===== config.mk =====
export PLATFORM = sky130hd
export DESIGN_NAME = ee357_rr_mux_arbiter
export DESIGN_NICKNAME = d
export VERILOG_FILES = /design/src/rtl/ee357_rr_mux_arbiter_pkg.sv /design/src/rtl/ee357_rr_pick.sv /design/src/rtl/ee357_rr_mux_arbiter.sv
export SDC_FILE = /design/constraint.sdc
export NUM_CORES = 1
export LEC_CHECK = 0
export CAP_MARGIN = 0
export CORE_AREA = 10 10 60 62
export CTS_CLUSTER_SIZE = 12
export DETAILED_ROUTE_END_ITERATION = 8
export DIE_AREA = 0 0 70 72
export PLACE_DENSITY_LB_ADDON = 0.08
export SLEW_MARGIN = 20
export SYNTH_ARGS = -nofsm -noshare
export SYNTH_HDL_FRONTEND = slang
export SYNTH_SLANG_ARGS = --single-unit

===== constraint.sdc =====
create_clock -name clk -period 2.13 [get_ports clk]
set_input_delay 0.3195 -clock clk [delete_from_list [all_inputs] [get_ports clk]]
set_output_delay 0.3195 -clock clk [all_outputs]
set_load 0.1 [all_outputs]

===== src/rtl/ee357_rr_mux_arbiter_pkg.sv =====
// Shared constants and FSM encoding for the round-robin mux arbiter.
package ee357_rr_mux_arbiter_pkg;

   localparam int NREQ  = 4;
   localparam int SEL_W = 2;

   // 2'd3 is unused; the FSM recovers from it to IDLE.
   typedef enum logic [1:0] {
      ST_IDLE = 2'd0,
      ST_OWN  = 2'd1,
      ST_GAP  = 2'd2
   } state_t;

endpackage


===== src/rtl/ee357_rr_pick.sv =====
// Combinational round-robin picker: first set req bit searching ptr, ptr+1, ... mod NREQ.
module ee357_rr_pick
   import ee357_rr_mux_arbiter_pkg::*;
(
   input  logic [NREQ-1:0]  req,
   input  logic [SEL_W-1:0] ptr,
   output logic             found,
   output logic [SEL_W-1:0] idx
);

   always_comb begin
      found = 1'b0;
      idx   = ptr;
      // Index arithmetic is 2-bit so ptr+k wraps 3->0 naturally.
      for (int k = 0; k < NREQ; k++) begin
         if (!found && req[ptr + SEL_W'(k)]) begin
            found = 1'b1;
            idx   = ptr + SEL_W'(k);
         end
      end
   end

endmodule


===== src/rtl/ee357_rr_mux_arbiter.sv =====
// Round-robin arbiter owning the select of the shared 4x32 mux; one-hot registered grant,
// hold-until-release ownership and a one-cycle turnaround between owners.
module ee357_rr_mux_arbiter
   import ee357_rr_mux_arbiter_pkg::*;
#(
   parameter int MAX_HOLD = 16
) (
   input  logic             clk,
   input  logic             rst,
   input  logic [NREQ-1:0]  req,
   input  logic             done,
   output logic [NREQ-1:0]  grant,
   output logic [SEL_W-1:0] sel,
   output logic             busy,
   output logic [1:0]       dbg_state
);

   state_t           state;
   logic [SEL_W-1:0] ptr;
   logic [7:0]       hold_cnt;
   logic             found;
   logic [SEL_W-1:0] idx;
   logic             timeout;
   logic             release_own;

   ee357_rr_pick u_pick (
      .req   (req),
      .ptr   (ptr),
      .found (found),
      .idx   (idx)
   );

   // While in OWN, sel always holds the owner's index.
   assign timeout     = (MAX_HOLD != 0) && (hold_cnt == 8'(MAX_HOLD - 1));
   assign release_own = done || !req[sel] || timeout;
   assign dbg_state   = state;

   always_ff @(posedge clk or posedge rst) begin
      if (rst) begin
         state    <= ST_IDLE;
         grant    <= '0;
         sel      <= '0;
         busy     <= 1'b0;
         ptr      <= '0;
         hold_cnt <= '0;
      end else begin
         case (state)
            ST_IDLE, ST_GAP: begin
               if (found) begin
                  grant    <= NREQ'(1) << idx;
                  sel      <= idx;
                  busy     <= 1'b1;
                  hold_cnt <= '0;
                  state    <= ST_OWN;
               end else begin
                  state <= ST_IDLE;
               end
            end
            ST_OWN: begin
               // sel stays on the old owner through the gap so the mux never switches mid-transfer.
               if (release_own) begin
                  grant <= '0;
                  busy  <= 1'b0;
                  ptr   <= sel + SEL_W'(1);
                  state <= ST_GAP;
               end else if (hold_cnt != 8'hFF) begin
                  hold_cnt <= hold_cnt + 8'd1;
               end
            end
            default: begin
               grant <= '0;
               busy  <= 1'b0;
               state <= ST_IDLE;
            end
         endcase
      end
   end

endmodule

==> metrics.cfg <==
[outcome]
outcome = finished, final reports clean

[clock_tree]
cts_setup_buffers = 0
clock_sinks = 19
h-tree-depth = 1
clock_path_buffers = 2
cts_tree = yes
clk-insertion-delay-late_ns = 0.29
numCtsBuffers = 3
cts_resized = 0
cts_root_buffer = clkbuf_4
cts_hold_buf = 0
path_clk_slew_ns = 0.11

[route]
ant_nets = 0
wire_per_inst_um = 14.9
drc_errors = 0
routed_via_density = 5.67
drt_first_pass_iters = 4
vias = 936
drt-initial-drc-count = 46
wirelength_mm = 2.45

[cells_and_area]
seqCellArea_um2 = 479
multi_input_area_um2 = 542
syn_to_final_growth_pct = 22.2
antenna_cells = 0
fillers = 231
final_layout_size_suffix_gt1_share_pct = 19.3
layout.nets = 144

[floorplan]
fp.coreArea_um2 = 2430
die_h_um = 72
dieArea_um2 = 5040
ios = 16
num_rows = 18
die_w_um = 70
start_util_pct = 43.8

[job]
drv_cap = 0

[timing]
min_period_over_period_pct = 89.9
tightest_slew_ns = 0.644
clock_skew_ns = 0.00106
rsz0062_at_grt = false
min_period_ns = 1.92
clock.fmax_mhz = 522
slew_headroom_pct = 57.0
setup_viol = 0
final_hold_viol_count = 0
fin_ws_ns = 0.215
timing.hold.ws_ns = 0.280
drv_slew = 0

[critical_path]
crit_type = reg2reg
rr_startpoint = hold_cnt[7]$_DFFE_PP0P_
reg2reg_depth = 5
end_kind = flip-flop
crit_arrival_ns = 2.11
cp.required_ns = 2.33
start_kind = flip-flop
r2r_slack_ns = 0.21
path_max_fanout = 7
crit-reg2reg-capture = busy$_DFFE_PP0P_

[global_route]
grt_use_total_pct = 10.2
grt_use_met2_pct = 15.6
gr-total-overflow = 0
busiest_layer = met2
grt_max_degree = 11
grtUsageMet1_pct = 13.5
grt_use_met3_pct = 2.86
first_global_vias = 898
antenna_found_initial = 0
grt_pass1_wl_mm = 4.37

[power_and_ir_drop]
power_mw = 1.90
power_density_nw_per_um2 = 1460
ir_drop_mv = 1.05
leakagePower_nw = 0.546

[synth]
yosys.area.top_type = dfrtp_1
yosys_warnings = 0
syn_avg_cell_area_um2 = 9.60
synth_top_area_share_pct = 44.6
synthTopCellsByArea = dfrtp_1, nand2_1, a21oi_1
synth_nets = 119
synth-seq-cells = 19
synth_area_um2 = 1070
seq_area_frac_synth_pct = 44.6
synth_cell_types = 39
syn_inst = 111

[place]
hpwlAfterDp_mm = 1.93
post-place-ws_ns = -0.0122
portBuffers = 15
gp_congestion = 0.842

[worst_hold_path]
hold_path_class = in2async

## how the worst max path moves through the flow
stage          cells after the start  slack (ns)                      end                      from
2_1_floorplan                      4       0.009  hold_cnt[4]$_DFFE_PP0P_  dbg_state[1]$_DFFE_PP0P_
3_3_place_gp                       5        0.03  hold_cnt[4]$_DFFE_PP0P_                    req[1]
5_1_grt                            5        0.09  hold_cnt[4]$_DFFE_PP0P_   hold_cnt[0]$_DFFE_PP0P_
6_report                           5        0.21         busy$_DFFE_PP0P_   hold_cnt[7]$_DFFE_PP0P_
4_1_cts                            5        0.22         busy$_DFFE_PP0P_   hold_cnt[7]$_DFFE_PP0P_
3_5_place_dp                       6       -0.01  hold_cnt[5]$_DFFE_PP0P_                    req[1]
## power breakdown
group          internal (mW)  switching [mW]  total [mW]
combinational          0.304           0.831        1.14
sequential             0.470           0.112       0.582
clock                 0.0728           0.111       0.184
## flip-flops by register name (all words and copies together), names as in the netlist
| signal | cells |
|---|---|
| grant | 4 |
| busy | 1 |
| dbg_state | 2 |
| ptr | 2 |
| sel | 2 |
| hold_cnt | 8 |
## layout make-up
cell class	instances	area share, %
clock buffer	4	2.02
inverter	8	2.31
multi-input combinational	81	41.6
sequential	19	36.8
tap	30	2.88
timing repair buffer	23	14.4
## cell usage in the layout, fill, tap and decap left out, types with 3 or more instances in the layout
master / instances
a21oi_1: 7
clkbuf_4: 3
dfrtp_1: 16
o21ai_0: 5
mux2i_1: 3
nor2_1: 8
clkdlybuf4s50_1: 6
dfrtp_2: 3
inv_1: 8
nand3_1: 4
buf_4: 17
nor2b_1: 5
nand2_1: 10
nor3_1: 6
## cells in the mapped netlist
| cell | instances |
|---|---|
| o21ai_1 | 2 |
| nand2b_1 | 1 |
| o21ai_0 | 5 |
| buf_6 | 1 |
| dfrtp_1 | 19 |
| clkbuf_1 | 1 |
| a311oi_1 | 1 |
| nor2_1 | 8 |
| a2111o_1 | 1 |
| o311a_1 | 1 |
| o311ai_1 | 1 |
| o211a_1 | 1 |
| mux2i_1 | 3 |
| mux4_2 | 1 |
| mux2_1 | 1 |
| o32ai_1 | 2 |
| a21o_1 | 1 |
| a21oi_1 | 7 |
| nor4_1 | 1 |
| xor2_1 | 1 |
| or4b_4 | 1 |
| nand3_1 | 4 |
| nor3_1 | 6 |
| or3_1 | 1 |
| ha_1 | 1 |
| inv_1 | 8 |
| o31ai_1 | 2 |
| and2_1 | 1 |
| a32o_1 | 2 |
| or4_1 | 2 |
| nor2b_1 | 5 |
| nor3b_1 | 2 |
| buf_1 | 1 |
| o311ai_4 | 1 |
| nand4_1 | 1 |
| o211ai_1 | 2 |
| a31oi_1 | 1 |
| nand2_1 | 10 |
| and3_1 | 1 |
## per-stage QoR
stage / utilization, % / instance area [µm²] / instances / TNS [ns]
floorplan: - / 1070 / 111 / 0
global placement: 52.5 / 1280 / 161 / 0
detailed placement: 52.5 / 1280 / 161 / -0.0125
CTS: 53.5 / 1300 / 165 / 0
global route: 53.5 / 1300 / 165 / 0
finish: 53.5 / 1300 / 165 / 0
## metal layers
metal  vias up  wire (µm)
li1        464          -
met1       446       1220
met2        22       1100
met3         4        117
met4         0         22
met5         -          0
## critical path, cell delays in order (launching register included)
cell,delay [ns]
dfrtp_1,0.44
or4b_4,0.59
o311ai_4,0.37
buf_4,0.19
nand2_1,0.05
a21o_1,0.18
## cells by family (layout without fill, tap and decap cells)
kind of cell             Yosys count  in the layout  share of synthesized area, %
AND/OR/NAND/NOR                   44             44                          21.6
AO/OA/AOI/OAI                     30             30                          21.2
flip-flops                        19             19                          44.6
buffers and inverters             11             35                          4.58
multiplexers                       5              5                          5.99
adder cells (fa/ha/maj)            1              1                          1.17
XOR/XNOR                           1              1                         0.822
No activity file was read; power rests on OpenSTA's default activity.
